==> src/rtl/eth_pkg.sv <==
// Shared Ethernet/XGMII definitions for the RX and TX MACs.
package eth_pkg;

  // XGMII control characters
  localparam logic [7:0] XGMII_START = 8'hFB;
  localparam logic [7:0] XGMII_TERM  = 8'hFD;
  localparam logic [7:0] XGMII_IDLE  = 8'h07;
  localparam logic [7:0] XGMII_ERROR = 8'hFE;

  // Preamble and start-of-frame delimiter bytes
  localparam logic [7:0] ETH_HDR = 8'h55;
  localparam logic [7:0] ETH_SFD = 8'hD5;

  // CRC register value left after running data plus a correct FCS (no final XOR)
  localparam logic [31:0] CRC_RESIDUE = 32'hDEBB20E3;

  // 32-bit XGMII words that open a frame: START + 3 preamble bytes, then 3 preamble + SFD
  localparam logic [31:0] START_WORD = {ETH_HDR, ETH_HDR, ETH_HDR, XGMII_START};
  localparam logic [31:0] SFD_WORD   = {ETH_SFD, ETH_HDR, ETH_HDR, ETH_HDR};
  localparam logic [31:0] IDLE_WORD  = {4{XGMII_IDLE}};

  typedef enum logic [2:0] {
    IDLE,
    PREAMBLE,
    DATA,
    LAST,
    DROP
  } state_t;

  // One byte of reflected CRC-32 (poly 0x04C11DB7, LSB first)
  function automatic logic [31:0] crc32_byte(input logic [31:0] crc, input logic [7:0] data);
    logic [31:0] c;
    c = crc ^ {24'h0, data};
    for (int b = 0; b < 8; b++) begin
      c = c[0] ? ((c >> 1) ^ 32'hEDB88320) : (c >> 1);
    end
    return c;
  endfunction

endpackage

==> src/rtl/crc32.sv <==
// Ethernet CRC-32 accumulator with per-lane byte enables; lanes are folded in from lane 0 up.
module crc32
  import eth_pkg::*;
#(
  parameter int DATA_WIDTH = 32
) (
  input  logic                    clk,
  input  logic                    rst_n,
  input  logic                    init,
  input  logic                    en,
  input  logic [DATA_WIDTH-1:0]   data,
  input  logic [DATA_WIDTH/8-1:0] lane_valid,
  output logic [31:0]             crc
);

  localparam int Bytes = DATA_WIDTH / 8;

  logic [31:0] crc_q, crc_d;

  // Next CRC: re-seed on init, otherwise fold in each enabled lane in order
  always_comb begin
    crc_d = crc_q;
    if (init) begin
      crc_d = 32'hFFFFFFFF;
    end else if (en) begin
      for (int i = 0; i < Bytes; i++) begin
        if (lane_valid[i]) crc_d = crc32_byte(crc_d, data[8*i +: 8]);
      end
    end
  end

  // CRC register
  always_ff @(posedge clk or negedge rst_n) begin
    if (!rst_n) crc_q <= 32'hFFFFFFFF;
    else        crc_q <= crc_d;
  end

  assign crc = crc_q;

endmodule

==> src/rtl/rx_mac.sv <==
// Receive MAC: XGMII in, preamble/SFD/FCS stripped, payload out on AXI-Stream with frame status.
module rx_mac
  import eth_pkg::*;
#(
  parameter int XGMII_DATA_WIDTH = 32,
  parameter int XGMII_CTRL_WIDTH = 4,
  parameter int AXIS_KEEP_WIDTH  = XGMII_DATA_WIDTH / 8,
  parameter int MIN_FRAME_BYTES  = 64,
  parameter int MAX_FRAME_BYTES  = 1518
) (
  input  logic                        i_clk,
  input  logic                        i_reset_n,
  input  logic [XGMII_DATA_WIDTH-1:0] i_xgmii_rxd,
  input  logic [XGMII_CTRL_WIDTH-1:0] i_xgmii_ctrl,
  input  logic                        i_xgmii_valid,
  output logic [XGMII_DATA_WIDTH-1:0] m_axis_tdata,
  output logic [AXIS_KEEP_WIDTH-1:0]  m_axis_tkeep,
  output logic                        m_axis_tvalid,
  output logic                        m_axis_tlast,
  output logic                        m_axis_tuser,
  output logic                        o_crc_err,
  output logic                        o_frame_err
);

  localparam logic [10:0] CntMax = 11'd2047;
  localparam logic [10:0] MinB   = 11'(MIN_FRAME_BYTES);
  localparam logic [10:0] MaxB   = 11'(MAX_FRAME_BYTES);

  state_t                      state_q, state_d;
  logic [XGMII_DATA_WIDTH-1:0] s1_q, s1_d, s2_q, s2_d;
  logic                        s1_vld_q, s1_vld_d, s2_vld_q, s2_vld_d;
  logic [10:0]                 cnt_q, cnt_d;
  logic                        err_q, err_d;
  logic [1:0]                  k_q, k_d;

  logic [XGMII_DATA_WIDTH-1:0] tdata_q, tdata_d;
  logic [AXIS_KEEP_WIDTH-1:0]  tkeep_q, tkeep_d;
  logic                        tvalid_q, tvalid_d, tlast_q, tlast_d, tuser_q, tuser_d;
  logic                        crc_err_q, crc_err_d, frame_err_q, frame_err_d;

  logic [1:0]                  first_ctrl;
  logic                        has_fd, is_term, is_start;
  logic [XGMII_CTRL_WIDTH-1:0] crc_lane_vld;
  logic [2:0]                  add_bytes;
  logic [11:0]                 cnt_sum;
  logic [10:0]                 cnt_sat;
  logic                        crc_init, crc_en;
  logic [31:0]                 crc_val;
  logic                        crc_bad, frame_bad;
  logic [AXIS_KEEP_WIDTH-1:0]  last_keep;
  logic [XGMII_DATA_WIDTH-1:0] last_data;

  crc32 #(
    .DATA_WIDTH (XGMII_DATA_WIDTH)
  ) u_crc32 (
    .clk        (i_clk),
    .rst_n      (i_reset_n),
    .init       (crc_init),
    .en         (crc_en),
    .data       (i_xgmii_rxd),
    .lane_valid (crc_lane_vld),
    .crc        (crc_val)
  );

  // Word decode: lowest control lane, TERM/START detection, CRC lane enables, byte count
  always_comb begin
    first_ctrl = '0;
    has_fd     = 1'b0;
    for (int i = XGMII_CTRL_WIDTH - 1; i >= 0; i--) begin
      if (i_xgmii_ctrl[i]) first_ctrl = 2'(i);
    end
    for (int i = 0; i < XGMII_CTRL_WIDTH; i++) begin
      if (i_xgmii_ctrl[i] && i_xgmii_rxd[8*i +: 8] == XGMII_TERM) has_fd = 1'b1;
    end
    is_term  = (|i_xgmii_ctrl) && (i_xgmii_rxd[8*first_ctrl +: 8] == XGMII_TERM);
    is_start = i_xgmii_ctrl[0] && (i_xgmii_rxd[7:0] == XGMII_START);
    for (int i = 0; i < XGMII_CTRL_WIDTH; i++) begin
      crc_lane_vld[i] = !i_xgmii_ctrl[i] && (!is_term || (i < int'(first_ctrl)));
    end
    // Non-TERM words always occupy a full pipeline slot, even when they carry error chars
    add_bytes = is_term ? {1'b0, first_ctrl} : 3'd4;
    cnt_sum   = {1'b0, cnt_q} + {9'b0, add_bytes};
    cnt_sat   = (cnt_sum > {1'b0, CntMax}) ? CntMax : cnt_sum[10:0];
  end

  // Frame status and final partial beat; cnt_q/crc_val already cover every frame byte here
  always_comb begin
    crc_bad   = (crc_val != CRC_RESIDUE);
    frame_bad = (cnt_q < MinB) || (cnt_q > MaxB) || err_q;
    last_keep = AXIS_KEEP_WIDTH'((1 << k_q) - 1);
    for (int i = 0; i < AXIS_KEEP_WIDTH; i++) begin
      last_data[8*i +: 8] = last_keep[i] ? s1_q[8*i +: 8] : 8'h00;
    end
  end

  // Next-state, holdback pipeline and output beat selection
  always_comb begin
    state_d     = state_q;
    s1_d        = s1_q;
    s2_d        = s2_q;
    s1_vld_d    = s1_vld_q;
    s2_vld_d    = s2_vld_q;
    cnt_d       = cnt_q;
    err_d       = err_q;
    k_d         = k_q;
    crc_init    = 1'b0;
    crc_en      = 1'b0;
    tdata_d     = '0;
    tkeep_d     = '0;
    tvalid_d    = 1'b0;
    tlast_d     = 1'b0;
    tuser_d     = 1'b0;
    crc_err_d   = 1'b0;
    frame_err_d = 1'b0;
    case (state_q)
      IDLE: begin
        if (i_xgmii_valid && i_xgmii_ctrl == 4'h1 && i_xgmii_rxd == START_WORD) begin
          state_d = PREAMBLE;
        end
      end
      PREAMBLE: begin
        if (i_xgmii_valid) begin
          if (i_xgmii_ctrl == '0 && i_xgmii_rxd == SFD_WORD) begin
            state_d  = DATA;
            crc_init = 1'b1;
            cnt_d    = '0;
            err_d    = 1'b0;
            s1_vld_d = 1'b0;
            s2_vld_d = 1'b0;
          end else begin
            state_d     = DROP;
            frame_err_d = 1'b1;
          end
        end
      end
      DATA: begin
        if (i_xgmii_valid) begin
          if (is_start) begin
            // A new START cuts the frame short; flush the oldest held word as a bad tlast
            state_d     = IDLE;
            frame_err_d = 1'b1;
            s1_vld_d    = 1'b0;
            s2_vld_d    = 1'b0;
            if (s1_vld_q || s2_vld_q) begin
              tvalid_d = 1'b1;
              tdata_d  = s2_vld_q ? s2_q : s1_q;
              tkeep_d  = '1;
              tlast_d  = 1'b1;
              tuser_d  = 1'b1;
            end
          end else if (is_term) begin
            crc_en   = 1'b1;
            cnt_d    = cnt_sat;
            s2_vld_d = 1'b0;
            if (cnt_sum <= 12'd4) begin
              state_d     = IDLE;
              s1_vld_d    = 1'b0;
              frame_err_d = 1'b1;
            end else if (first_ctrl == 2'd0) begin
              // s1 is the whole FCS, so s2 is the final payload beat
              state_d     = IDLE;
              s1_vld_d    = 1'b0;
              tvalid_d    = 1'b1;
              tdata_d     = s2_q;
              tkeep_d     = '1;
              tlast_d     = 1'b1;
              tuser_d     = crc_bad || frame_bad;
              crc_err_d   = crc_bad;
              frame_err_d = frame_bad;
            end else begin
              // FCS straddles s1 and this word; s1 still holds k payload bytes
              state_d = LAST;
              k_d     = first_ctrl;
              if (s2_vld_q) begin
                tvalid_d = 1'b1;
                tdata_d  = s2_q;
                tkeep_d  = '1;
              end
            end
          end else begin
            crc_en   = 1'b1;
            cnt_d    = cnt_sat;
            if (|i_xgmii_ctrl) err_d = 1'b1;
            s1_d     = i_xgmii_rxd;
            s1_vld_d = 1'b1;
            s2_d     = s1_q;
            s2_vld_d = s1_vld_q;
            if (s2_vld_q) begin
              tvalid_d = 1'b1;
              tdata_d  = s2_q;
              tkeep_d  = '1;
            end
          end
        end
      end
      LAST: begin
        state_d     = IDLE;
        s1_vld_d    = 1'b0;
        tvalid_d    = 1'b1;
        tdata_d     = last_data;
        tkeep_d     = last_keep;
        tlast_d     = 1'b1;
        tuser_d     = crc_bad || frame_bad;
        crc_err_d   = crc_bad;
        frame_err_d = frame_bad;
      end
      DROP: begin
        if (i_xgmii_valid && (has_fd || (i_xgmii_ctrl == '1 && i_xgmii_rxd == IDLE_WORD))) begin
          state_d = IDLE;
        end
      end
      default: state_d = IDLE;
    endcase
  end

  // State, pipeline and registered AXI-Stream outputs
  always_ff @(posedge i_clk or negedge i_reset_n) begin
    if (!i_reset_n) begin
      state_q     <= IDLE;
      s1_q        <= '0;
      s2_q        <= '0;
      s1_vld_q    <= 1'b0;
      s2_vld_q    <= 1'b0;
      cnt_q       <= '0;
      err_q       <= 1'b0;
      k_q         <= '0;
      tdata_q     <= '0;
      tkeep_q     <= '0;
      tvalid_q    <= 1'b0;
      tlast_q     <= 1'b0;
      tuser_q     <= 1'b0;
      crc_err_q   <= 1'b0;
      frame_err_q <= 1'b0;
    end else begin
      state_q     <= state_d;
      s1_q        <= s1_d;
      s2_q        <= s2_d;
      s1_vld_q    <= s1_vld_d;
      s2_vld_q    <= s2_vld_d;
      cnt_q       <= cnt_d;
      err_q       <= err_d;
      k_q         <= k_d;
      tdata_q     <= tdata_d;
      tkeep_q     <= tkeep_d;
      tvalid_q    <= tvalid_d;
      tlast_q     <= tlast_d;
      tuser_q     <= tuser_d;
      crc_err_q   <= crc_err_d;
      frame_err_q <= frame_err_d;
    end
  end

  assign m_axis_tdata  = tdata_q;
  assign m_axis_tkeep  = tkeep_q;
  assign m_axis_tvalid = tvalid_q;
  assign m_axis_tlast  = tlast_q;
  assign m_axis_tuser  = tuser_q;
  assign o_crc_err     = crc_err_q;
  assign o_frame_err   = frame_err_q;

endmodule

==> config.mk <==
export PLATFORM = sky130hd
export DESIGN_NAME = rx_mac
export DESIGN_NICKNAME = d
export VERILOG_FILES = /design/src/rtl/eth_pkg.sv /design/src/rtl/crc32.sv /design/src/rtl/rx_mac.sv
export SDC_FILE = /design/constraint.sdc
export NUM_CORES = 1
export LEC_CHECK = 0
export BUFFER_PORTS_ARGS = -buffer_cell sky130_fd_sc_hd__buf_4
export CELL_PAD_IN_SITES_DETAIL_PLACEMENT = 0
export CELL_PAD_IN_SITES_GLOBAL_PLACEMENT = 1
export CORE_ASPECT_RATIO = 1.5
export CORE_UTILIZATION = 45
export CTS_CLUSTER_SIZE = 20
export DETAILED_ROUTE_END_ITERATION = 6
export PLACE_DENSITY_LB_ADDON = 0.1
export SLEW_MARGIN = 10
export SYNTH_ARGS = -nofsm -noshare
export SYNTH_HDL_FRONTEND = slang
export SYNTH_HIERARCHICAL = 1
export SYNTH_SLANG_ARGS = --single-unit
==> constraint.sdc <==
create_clock -name i_clk -period 6.51 [get_ports i_clk]
set_clock_uncertainty 0.2 [all_clocks]
set_input_delay 1.302 -clock i_clk [delete_from_list [all_inputs] [get_ports i_clk]]
set_output_delay 1.302 -clock i_clk [all_outputs]
set_load 0.01 [all_outputs]
==> impl_metrics.env <==
export IMPL_setup_violations=0
export IMPL_insertion_delay_ps=450
export IMPL_cts_buffer_depth=2
export IMPL_cpMostUsedCell="xnor2_1"
export IMPL_postCtsSetupBuffers=0
export IMPL_cts_sinks=156
export IMPL_grt_pass1_vias=11300
export IMPL_cts_hold_buf=0
export IMPL_die_h_um=215
export IMPL_grtUsageTotal=0.313
export IMPL_placed_cell_area_um2=15500
export IMPL_ioPinCount=80
export IMPL_antenna_found_initial=0
export IMPL_cts_tree="yes"
export IMPL_hp_start="s2_q[29]"
export IMPL_arrival_ps=6340
export IMPL_start_kind="input pin"
export IMPL_area_growth_pct=17.4
export IMPL_wl_per_cell_um=24.0
export IMPL_drtPass1Iterations=5
export IMPL_tightest_slew_ps=1030
export IMPL_cts_resized=0
export IMPL_fin_area_um2=16000
export IMPL_hpwl_um=37000
export IMPL_top_usage_layer="met2"
export IMPL_ys_seq_area_frac=0.289
export IMPL_worst_setup_path_end_kind="flop"
export IMPL_ys_seq_elements=156
export IMPL_grt_max_degree=76
export IMPL_async_flop_share=1.00
export IMPL_r2r_end="u_crc32/crc[19]"
export IMPL_synth_cell_types=108
export IMPL_worst_r2r_setup_slack_ps=690
export IMPL_synth_largest_area_cell="dfrtp_1"
export IMPL_synth_area_top_cells="dfrtp_1 (23%), xnor2_1 (8.9%), xnor3_1 (7.4%), dfstp_2 (6.2%), mux2_2 (5.0%)"
export IMPL_ys_top_cells_by_count="xnor2_1 (138), dfrtp_1 (124), a21oi_1 (122)"
export IMPL_reg2regPathDepth=19
export IMPL_met3_usage=0.0285
export IMPL_syn_avg_cell_area_um2=9.72
export IMPL_cts_htree_levels=4
export IMPL_fin_crit_sh=0.947
export IMPL_use_met1=0.350
export IMPL_globalplace_congestion=0.964
export IMPL_row_count=77
export IMPL_worstHoldEndpoint="s2_q[29]"
export IMPL_grt_pass1_wl_um=70400
export IMPL_crit_required_ps=6690
export IMPL_max_freq_ghz=0.162
export IMPL_status="completed"
export IMPL_holdPathStages=1
export IMPL_r2r_start="u_crc32/crc[0]"
export IMPL_critPathMaxStageDelay_ps=760
export IMPL_die_w_um=144
export IMPL_synth_cells=1405
export IMPL_yosys_warnings=6
export IMPL_drtIter0Drc=675
export IMPL_yosysMostFrequentCell="xnor2_1"
export IMPL_root_buffer="clkbuf_16"
export IMPL_finalMaxSlewViolations=0
export IMPL_syn_nets=1448
export IMPL_drc_errors=0
export IMPL_coreArea_um2=29700
export IMPL_routed_wl_um=47200
export IMPL_routed_via_density=5.88
export IMPL_max_cap_violations=0
export IMPL_relSlewSlack=0.308
export IMPL_grt_overflow_total=0
export IMPL_cts_made_buffers=17
export IMPL_grt_use_met2=0.564
export IMPL_num_nets_final=1603
export IMPL_hold_viol_final=0
export IMPL_period_needed_ps=6170
export IMPL_critPathKind="in -> reg"
export IMPL_ant_nets=0
export IMPL_clk_pin_slew_ps=60
export IMPL_rsz0062_at_grt="false"
export IMPL_vias=11600
export IMPL_hold_class="reg -> reg"
export IMPL_initial_core_util=0.460
export IMPL_ys_flop_type="dfrtp_1"
export IMPL_slowest_stage="a2111oi_0"
export IMPL_crit_chain="buf_4 > xnor2_2 > xnor3_1 > xnor3_1 > a2111oi_0 > nor4_1 > a2111oi_1 > buf_4 > and2_1 > buf_4 > xnor2_1 > xnor2_1 > xnor2_1 > mux2i_1 > xnor3_1 > xnor2_1 > a311o_1"
export IMPL_synth_edf_count=0
export IMPL_dieArea_um2=31100
export IMPL_drive_above_1_share=0.262
export IMPL_port_buffers=79
export IMPL_syn_area_um2=13700
export IMPL_path_max_fanout=6
export IMPL_fin_util=0.540
export IMPL_synth_top_cell_area_share=0.227
==> state kept, by name (all words and copies together), names as in the netlist, 2 cells and up <==
| name | flops |
|---|---|
| u_crc32/crc | 32 |
| cnt_q | 11 |
| m_axis_tdata | 32 |
| k_q | 2 |
| s1_q | 32 |
| state_q | 3 |
| s2_q | 32 |
| m_axis_tkeep | 4 |
==> logic make-up after synthesis <==
logic type / synth area share
AND/OR/NAND/NOR: 0.146
adder cells (fa/ha/maj): 0.00422
flip-flops: 0.289
XOR/XNOR: 0.241
AO/OA/AOI/OAI: 0.177
buffers and inverters: 0.0366
multiplexers: 0.106
==> through the flow <==
| stage | instances | hold slack (ps) | setup WS, ps | TNS (ps) |
|---|---|---|---|---|
| after floorplan | 1405 | 251 | 199 | 0 |
| after global placement | 1936 | 261 | -58.7 | -58.7 |
| after detailed placement | 1936 | 269 | -39.6 | -83.4 |
| after CTS | 1968 | 285 | 406 | 0 |
| after global routing | 1968 | 312 | 160 | 0 |
| final | 1969 | 284 | 343 | 0 |
==> final cells by class <==
cell class	instances	area, µm²
well taps	395	494
diodes	1	2.50
fillers	2752	13600
flip-flops and latches	156	3940
inverters	27	101
repair buffers	216	1680
multi-input cells	1142	9240
clock buffers	18	439
clock inverters	14	136
==> critical path: cells and delay by family <==
family                 cells  cell delay (ps)
XOR/XNOR                   8             2190
AO/OA/AOI/OAI              3             1510
buffers and inverters      3              520
multiplexers               1              480
AND/OR/NAND/NOR            2              340
==> per-layer routing <==
layer,part of all wire,wire length [µm]
met1,0.38,17800
met2,0.53,24800
met3,0.036,1690
met4,0.062,2930
met5,0,0
==> cell usage in the layout, fill, tap and decap left out, types with 48 or more instances in the layout <==
master     n
o21ai_0   77
mux2i_1   53
nor2_1    88
a21oi_1  122
xnor2_1  138
xor2_1    48
buf_4    211
nand2_1  101
dfrtp_1  124
mux2_2    61
==> how the worst max path moves through the flow <==
stage	startpoint	to	cells past startpoint
after floorplan	i_xgmii_rxd[1]	u_crc32/crc[23]	17
final	i_xgmii_rxd[1]	u_crc32/crc[19]	17
after CTS	i_xgmii_rxd[0]	u_crc32/crc[19]	20
after global routing	i_xgmii_rxd[1]	u_crc32/crc[20]	19
after detailed placement	i_xgmii_rxd[1]	u_crc32/crc[20]	19
after global placement	i_xgmii_rxd[0]	u_crc32/crc[19]	20
Power is left out: the tool's default activity adds up to more than one toggle a clock period on the data nets, which glitch-free logic cannot reach.
